File: config.mk
export PLATFORM = sky130hd
export DESIGN_NAME = dmem_port_ctrl
export DESIGN_NICKNAME = d
export VERILOG_FILES = /design/src/rtl/dmem_port_ctrl.sv
export SDC_FILE = /design/constraint.sdc
export NUM_CORES = 1
export LEC_CHECK = 0
export CORE_UTILIZATION = 38
export CTS_CLUSTER_DIAMETER = 100
export DETAILED_ROUTE_END_ITERATION = 6
export GPL_TIMING_DRIVEN = 0
export PLACE_DENSITY = 0.67
export SLEW_MARGIN = 5
export SYNTH_ARGS = -nofsm -noshare
export SYNTH_HDL_FRONTEND = slang
export SYNTH_SLANG_ARGS = --single-unit
export TNS_END_PERCENT = 20
File: constraint.sdc
create_clock -name clk -period 3.7 [get_ports clk]
set_clock_uncertainty 0.05 [all_clocks]
set_input_delay 0.74 -clock clk [delete_from_list [all_inputs] [get_ports clk]]
set_output_delay 0.74 -clock clk [all_outputs]
set_load 0.01 [all_outputs]
File: src/rtl/dmem_port_ctrl.sv
// dmem_port_ctrl: memory-side responder for MEM-stage data accesses.
//
// Takes one request at a time over a valid/ready handshake and drives a
// word-wide single-port synchronous RAM (read data returned the cycle after
// the read enable). Loads extract a byte/halfword lane with zero or sign
// extension. Partial stores are done as read-modify-write. Misaligned or
// illegal requests get an error response without touching the RAM.
//
// Ports:
//   clk, rstn            clock (rising edge), asynchronous active-low reset
//   req_valid/req_ready  request handshake; ready only while idle
//   req_addr             byte address
//   req_access           access code (ld_w/ld_b/ld_bu/ld_h/ld_hu/st_w/st_b/st_h)
//   req_wdata            right-aligned store data
//   resp_valid           one-cycle response pulse
//   resp_rdata           extended load data, 0 for stores, ERR_RDATA on error
//   resp_err             misaligned or illegal access
//   mem_en/mem_we        RAM enable / whole-word write enable
//   mem_addr             RAM word address (req_addr[ADDR_W+1:2])
//   mem_wdata/mem_rdata  RAM write / read data
//
// Optional build macro DMEM_STAT_EN adds saturating statistics outputs
// stat_ld, stat_st, stat_rmw and stat_err.

module dmem_port_ctrl #(
  parameter int unsigned ADDR_W    = 10,
  parameter logic [31:0] ERR_RDATA = 32'h0
) (
  input  logic              clk,
  input  logic              rstn,
  input  logic              req_valid,
  output logic              req_ready,
  input  logic [31:0]       req_addr,
  input  logic [3:0]        req_access,
  input  logic [31:0]       req_wdata,
  output logic              resp_valid,
  output logic [31:0]       resp_rdata,
  output logic              resp_err,
  output logic              mem_en,
  output logic              mem_we,
  output logic [ADDR_W-1:0] mem_addr,
  output logic [31:0]       mem_wdata,
  input  logic [31:0]       mem_rdata
`ifdef DMEM_STAT_EN
  ,
  output logic [31:0]       stat_ld,
  output logic [31:0]       stat_st,
  output logic [31:0]       stat_rmw,
  output logic [31:0]       stat_err
`endif
);

  localparam logic [2:0] StIdle = 3'd0;
  localparam logic [2:0] StRd   = 3'd1;
  localparam logic [2:0] StRdw  = 3'd2;
  localparam logic [2:0] StWr   = 3'd3;
  localparam logic [2:0] StResp = 3'd4;

  localparam logic [1:0] SzB = 2'd0;
  localparam logic [1:0] SzH = 2'd1;
  localparam logic [1:0] SzW = 2'd2;

  typedef struct packed {
    logic       legal;
    logic       load;
    logic       sgn;
    logic [1:0] size;
  } dec_t;

  function automatic dec_t decode(input logic [3:0] code);
    dec_t d;
    d = '0;
    case (code)
      4'b0110: d = '{legal: 1'b1, load: 1'b1, sgn: 1'b0, size: SzW};
      4'b0001: d = '{legal: 1'b1, load: 1'b1, sgn: 1'b0, size: SzB};
      4'b0010: d = '{legal: 1'b1, load: 1'b1, sgn: 1'b1, size: SzB};
      4'b0100: d = '{legal: 1'b1, load: 1'b1, sgn: 1'b0, size: SzH};
      4'b1000: d = '{legal: 1'b1, load: 1'b1, sgn: 1'b1, size: SzH};
      4'b1001: d = '{legal: 1'b1, load: 1'b0, sgn: 1'b0, size: SzW};
      4'b0011: d = '{legal: 1'b1, load: 1'b0, sgn: 1'b0, size: SzB};
      4'b1100: d = '{legal: 1'b1, load: 1'b0, sgn: 1'b0, size: SzH};
      default: d = '0;
    endcase
    return d;
  endfunction

  logic [2:0]        state_q, state_d;
  logic [ADDR_W+1:0] addr_q, addr_d;
  logic [3:0]        acc_q, acc_d;
  logic [31:0]       wdata_q, wdata_d;
  logic [31:0]       data_q, data_d;    // load result or merged store word
  logic              err_q, err_d;

  dec_t in_dec, q_dec;
  logic in_misalign;

  // Only the word-address bits (plus lane offset) are meaningful to this port.
  logic unused_addr_hi;
  logic unused_q_legal;
  assign unused_addr_hi = ^req_addr[31:ADDR_W+2];
  assign unused_q_legal = q_dec.legal;

  assign in_dec = decode(req_access);
  assign q_dec  = decode(acc_q);

  assign in_misalign = ((in_dec.size == SzW) && (req_addr[1:0] != 2'b00)) ||
                       ((in_dec.size == SzH) && req_addr[0]);

  // Lane extraction and merge operate on the RAM word arriving in StRdw.
  logic [7:0]  rd_byte;
  logic [15:0] rd_half;
  logic [31:0] ld_val;
  logic [31:0] merged;

  always_comb begin
    rd_byte = mem_rdata[{addr_q[1:0], 3'b000} +: 8];
    rd_half = addr_q[1] ? mem_rdata[31:16] : mem_rdata[15:0];
    case (q_dec.size)
      SzB:     ld_val = {{24{q_dec.sgn & rd_byte[7]}}, rd_byte};
      SzH:     ld_val = {{16{q_dec.sgn & rd_half[15]}}, rd_half};
      default: ld_val = mem_rdata;
    endcase
  end

  always_comb begin
    merged = mem_rdata;
    case (q_dec.size)
      SzB:     merged[{addr_q[1:0], 3'b000} +: 8] = wdata_q[7:0];
      SzH:     merged[{addr_q[1], 4'b0000} +: 16] = wdata_q[15:0];
      default: merged = wdata_q;
    endcase
  end

  always_comb begin
    state_d = state_q;
    addr_d  = addr_q;
    acc_d   = acc_q;
    wdata_d = wdata_q;
    data_d  = data_q;
    err_d   = err_q;
    case (state_q)
      StIdle: begin
        // req_ready is high throughout StIdle, so valid alone means accept.
        if (req_valid) begin
          addr_d  = req_addr[ADDR_W+1:0];
          acc_d   = req_access;
          wdata_d = req_wdata;
          data_d  = '0;
          err_d   = !in_dec.legal || in_misalign;
          if (!in_dec.legal || in_misalign) begin
            state_d = StResp;
          end else if (!in_dec.load && (in_dec.size == SzW)) begin
            state_d = StWr;
          end else begin
            state_d = StRd;
          end
        end
      end
      StRd: state_d = StRdw;
      StRdw: begin
        if (q_dec.load) begin
          data_d  = ld_val;
          state_d = StResp;
        end else begin
          data_d  = merged;
          state_d = StWr;
        end
      end
      StWr:    state_d = StResp;
      StResp:  state_d = StIdle;
      default: state_d = StIdle;
    endcase
  end

  always_ff @(posedge clk or negedge rstn) begin
    if (!rstn) begin
      state_q <= StIdle;
      addr_q  <= '0;
      acc_q   <= '0;
      wdata_q <= '0;
      data_q  <= '0;
      err_q   <= 1'b0;
    end else begin
      state_q <= state_d;
      addr_q  <= addr_d;
      acc_q   <= acc_d;
      wdata_q <= wdata_d;
      data_q  <= data_d;
      err_q   <= err_d;
    end
  end

  // Outputs decode straight from the state register so an asynchronous reset
  // drops mem_we immediately, aborting any pending write.
  always_comb begin
    req_ready  = (state_q == StIdle);
    mem_en     = (state_q == StRd) || (state_q == StWr);
    mem_we     = (state_q == StWr);
    mem_addr   = addr_q[ADDR_W+1:2];
    mem_wdata  = (q_dec.size == SzW) ? wdata_q : data_q;
    resp_valid = (state_q == StResp);
    resp_err   = (state_q == StResp) && err_q;
    resp_rdata = '0;
    if (state_q == StResp) begin
      if (err_q) begin
        resp_rdata = ERR_RDATA;
      end else if (q_dec.load) begin
        resp_rdata = data_q;
      end
    end
  end

`ifdef DMEM_STAT_EN
  logic [31:0] ld_cnt_q, st_cnt_q, rmw_cnt_q, err_cnt_q;

  function automatic logic [31:0] sat_inc(input logic [31:0] v);
    return (v == 32'hFFFF_FFFF) ? v : v + 32'd1;
  endfunction

  always_ff @(posedge clk or negedge rstn) begin
    if (!rstn) begin
      ld_cnt_q  <= '0;
      st_cnt_q  <= '0;
      rmw_cnt_q <= '0;
      err_cnt_q <= '0;
    end else if (state_q == StResp) begin
      if (err_q) begin
        err_cnt_q <= sat_inc(err_cnt_q);
      end else if (q_dec.load) begin
        ld_cnt_q <= sat_inc(ld_cnt_q);
      end else begin
        st_cnt_q <= sat_inc(st_cnt_q);
        if (q_dec.size != SzW) begin
          rmw_cnt_q <= sat_inc(rmw_cnt_q);
        end
      end
    end
  end

  assign stat_ld  = ld_cnt_q;
  assign stat_st  = st_cnt_q;
  assign stat_rmw = rmw_cnt_q;
  assign stat_err = err_cnt_q;
`endif

endmodule

# --- Yosys cells after proc, flatten, opt, wreduce, memory -nomap -nowiden ---
# Memories as Yosys holds them, arrays and structs flattened.
# Cells that the tools add are included.
op_classes:
  n_mux: 17
  add_sub_neg: 2
  n_eq_ne: 9
  n_reduce_logical: 15
  bitwise_logic: 2
  shifts: 5
op_table:
  columns: ["operator", "count"]
  rows:
  - ["32-bit two-way mux", 6]
  - ["32-bit case mux with 2 select lines", 3]
  - ["32-bit bitwise mux", 2]
  - ["16-bit by 7-bit variable shift with 32-bit output (first input constant)", 1]
  - ["8-bit by 7-bit variable shift with 32-bit output (first input constant)", 1]
  - ["16-bit by 7-bit variable part select with 32-bit output", 1]
  - ["32-bit by 6-bit variable part select with 8-bit output", 1]
  - ["8-bit by 7-bit variable part select with 32-bit output", 1]
  - ["16-bit two-way mux", 1]
  - ["5-bit negation with 7-bit output", 2]
  - ["3-bit case mux with 4 select lines", 1]
  - ["3-bit two-way mux", 3]
  - ["3-bit by 2-bit equality test with 1-bit output (second input constant)", 2]
  - ["2-bit by 1-bit equality test with 1-bit output (second input constant)", 2]
  - ["2-bit equality test (second input constant)", 2]
  - ["1-bit logical AND", 4]
  - ["2-bit AND reduction", 2]
  - ["2-bit nonzero test", 2]
  - ["3-bit by 1-bit equality test with 1-bit output (second input constant)", 1]
  - ["3-bit equality test (second input constant)", 1]
  - ["3-bit zero test", 1]
  - ["1-bit logical OR", 3]
  - ["1-bit bitwise AND", 2]
  - ["1-bit zero test", 2]
  - ["other kinds (3)", 3]
word_totals:
  inputBits: 103
  memories: 2
  reg_bits: 84
  out_inout_bits: 79
  mem_bits_ro: 160
  elab_cells: 58
memory_table:
  columns: ["name", "depth", "width", "read_ports", "rd_ports_with_merged_regs", "write_ports", "line_no", "source"]
  rows:
  - ["(name not given)", 16, 5, 1, 0, 0, "73", "case (code)"]
  - ["(name not given)", 16, 5, 1, 0, 0, "73", null]

# --- Depth between registers and ports, before layout ---
# An unclocked memory read counts as a cell.
depth:
  word_depth: 8
  depth_mapped: 9
  ltp_nobuf: 7

# --- Worst setup path after synthesis ---
# Ideal clock, no wire load.
synth_path:
  path_kind: "register -> output"
  from: "register acc_q[0]"
  to: "output mem_wdata[7]"
  path_buffers: 2
  slack_ns: 1.084
  stages_incl_launch_ff: 9
  required_time_ns: 2.910
  arrival_ns: 1.826
  cell_sequence: "dfrtp_1 > inv_1 > ha_1 > nand3b_1 > and2_1 > clkbuf_1 > nor2_2 > buf_2 > mux2_1"
synth_between:
  elab_chain_cells: 3
synth_lines:
  columns: ["element", "line_no", "source"]
  rows:
  - ["start, declared", "89", "logic [3:0] acc_q, acc_d;"]
  - ["start signal, assigned", "179", "acc_q <= '0;"]
  - ["start signal, assigned", "186", "acc_q <= acc_d;"]
  - ["memory read 16 x 5 bit", null, null]
  - ["2-bit equality test", "200", "mem_wdata = (q_dec.size == SzW) ? wdata_q : data_q;"]
  - ["32-bit two-way mux", "200", null]
  - ["end, declared", "42", "output logic [31:0] mem_wdata,"]
# No other way between the ends.

# --- Worst setup path after layout ---
layout_path:
  from: "register acc_q[0]"
  to: "output mem_wdata[16]"
# The elaborated chain is that of the path after synthesis.

==> results_dict.tcl <==
set metrics [dict create \
    crit_fanout 10 \
    ys_seq_area_share_pct 35.99 \
    crit_type "flop to output pin" \
    powerDensity_mw_per_mm2 874.2 \
    max_freq_mhz 276.1 \
    syn2layout_area_growth_pct 39.27 \
    period_minus_slack_ns 3.622 \
    clkTransAtPathRegs_ns 0.07 \
    worst_slew_pin_slew_ns 0.8736 \
    timing.final.ws_setup_ns 0.07821 \
    cts_buffers 9 \
    tritoncts "built" \
    crit_arrival_ns 2.83 \
    overflow 0 \
    cts.sinks 84 \
    synth_edf_count 0 \
    drc_errors 0 \
    post-route-period-util_pct 97.89 \
    antenna_left 0 \
    antenna_found_initial 0 \
    drt-initial-drc-count 431 \
    yosysMostFrequentCell "dfrtp_1" \
    vdd_ir_drop_max_uv 445.2 \
    ys_warn_count 0 \
    synthTopCellsByCount "dfrtp_1 (84), mux2_2 (81), nand2_1 (68)" \
    outcome "finished clean" \
    firstDrtPassIters 5 \
    grt_max_degree 49 \
    clockBufferDepth 2 \
    clkLatencyLatePin_ns 0.35 \
    hold_violations 0 \
    cts_root_buf "clkbuf_16" \
    synth.avg_cell_area_sq_um 9.375 \
    numPortBuffers 161 \
    grt_usage_pct 28.18 \
    initial_core_util_pct 39.59 \
    wl_microns 22160 \
    ios 182 \
    rsz0062_at_grt "true" \
    core_sq_mm 0.01475 \
    startpoint_type "flop" \
    chipHeight_microns 126.0 \
    post-route-util_pct 55.13 \
    grt_pass1_wl_microns 34130 \
    cp_data_required_time_ns 2.91 \
    routedWlPerCell_microns 22.40 \
    crit_path_end_kind "output pin" \
    syn_nets 738 \
    slew_headroom_pct 41.28 \
    drive_above_1_share_pct 19.13 \
    synth_top_cell_by_area "dfrtp_1" \
    num_vias 5917 \
    slew_violations 0 \
    p_leak_nw 3.217 \
    gp_congestion 0.8841 \
    n_antenna_cell 0 \
    grt_pass1_vias 5964 \
    yosysTopAreaCellShare_pct 35.99 \
    holdBufCountCts 0 \
    ys.flop_type "dfrtp_1" \
    dieArea_sq_mm 0.01587 \
    die_x_microns 126.0 \
    place_ws_ns -0.4250 \
    netlist_instances 623 \
    hold_ws_ns 0.3053 \
    vias_per_cell 5.983 \
    async_flop_share_pct 100.0 \
    htree_levels 3 \
    setup_violations 0 \
    ys_seq_elements 84 \
    num-nets-final 915 \
    netlist_area_sq_mm 0.005841 \
    finalSetupTns_ns 0 \
    hp-class "input pin to asynchronous set/reset pin" \
    drv_cap 0 \
    dp_hpwl_microns 16650 \
    fp-row-count 44 \
    synth.area.top_cells "dfrtp_1 (36%), mux2_2 (16%), o221ai_1 (4.9%), nand2_1 (4.4%), o21ai_0 (4.2%)" \
    synthDistinctLibCells 58 \
]
==> final cells by class <==
type / count / area, sq um
buffer: 61 / 322.8
clock buffer: 10 / 239.0
clock inverter: 6 / 72.57
fill: 1333 / 6620
inverter: 17 / 63.81
multi-input combinational: 460 / 3405
sequential: 84 / 2102
tap: 184 / 230.2
timing repair buffer: 167 / 1699
==> path summary, 6_finish.rpt <==
path / startpoint / end / slack, ns / depth (start not counted)
setup / recovery: acc_q[0] / mem_wdata[16] / 0.08 / 9
hold / removal: rstn / addr_q[3] / 0.31 / 1
setup reg to reg: addr_q[0] / data_q[3] / 0.49 / 8
hold reg to reg: addr_q[2] / addr_q[2] / 0.46 / 1
max in group asynchronous: rstn / wdata_q[3] / 2.65 / 2
min in group clk: addr_q[2] / addr_q[2] / 0.46 / 1
==> power breakdown <==
part / internal [mW] / switching (mW)
registers: 1.36 / 0.428
logic: 2.02 / 2.33
clock network: 0.548 / 0.421
total: 3.94 / 3.17
==> critical path, cell delays in order, from the launching register on <==
cell and delay, ns:
dfrtp_1 0.41, inv_1 0.17, ha_1 0.21, nand3b_1 0.11, and2_2 0.30, nor2_4 0.14, buf_12 0.13, buf_6 0.15
mux2_2 0.34, clkdlybuf4s50_1 0.49
==> sequential cells by signal, summed over array words and instances, names as in the netlist <==
register  count
err_q         1
wdata_q      32
state_q       3
data_q       32
addr_q       12
acc_q         4
==> logic make-up (layout without fill, tap and decap cells) <==
family / Yosys count / in the layout / synth area share (%)
buffers and inverters: 79 / 261 / 6.234
muxes: 91 / 91 / 17.91
AOI/OAI and AO/OA: 172 / 172 / 21.25
adders and majority gates: 12 / 12 / 2.571
and+or+nand+nor: 185 / 185 / 16.05
DFF: 84 / 84 / 35.99
==> repair_timing <==
item / 4_1_cts / 5_1_grt
resized for setup: 11 / 5
cloned: 0 / 0
pin swaps: 2 / 1
setup buffers: 3 / 2
setup endpoints to repair: 62 / 54
==> per-layer routing <==
layer / part of all wire [%] / vias to the layer above / GRT usage [%]
met5: 0 / - / 0
met2: 48 / 291 / 47.22
met3: 7.7 / 42 / 5.140
met1: 42 / 2925 / 36.49
li1: - / 2659 / -
met4: 2.5 / 0 / 9.709
==> layout by cell type (no fill, tap or decap), types with 3 or more instances in the layout <==
cell type / synthesis / layout
mux2_1: 3 / 3
clkbuf_16: 0 / 9
inv_1: 16 / 16
nor2_1: 33 / 33
mux2_2: 81 / 81
clkbuf_1: 34 / 30
and2_1: 36 / 35
ha_1: 12 / 11
nor4_1: 6 / 6
nand3_1: 9 / 9
a31oi_1: 7 / 7
o22ai_1: 21 / 21
clkdlybuf4s50_1: 0 / 160
a21oi_1: 10 / 10
o21ai_0: 49 / 49
nor3_1: 3 / 3
clkinv_4: 0 / 3
a221o_1: 15 / 15
o221ai_1: 33 / 33
and3b_1: 3 / 3
o211ai_1: 11 / 11
clkbuf_2: 1 / 4
buf_2: 14 / 11
nor3b_1: 5 / 4
o311ai_1: 5 / 5
nor2b_1: 4 / 4
buf_4: 13 / 17
nand3b_1: 4 / 4
o21ai_1: 4 / 4
mux2i_1: 4 / 4
nand2_1: 68 / 68
dfrtp_1: 84 / 84
==> per-stage QoR <==
stage | power, mW | cell area [sq um] | instances
after floorplan | 4.296 | 5841 | 623
after global placement | 5.933 | 7682 | 968
after detailed placement | 5.997 | 7707 | 969
after CTS | 7.039 | 8082 | 987
after global routing | 7.532 | 8134 | 989
final | 7.111 | 8134 | 989
(Power assumes the default switching activity.)
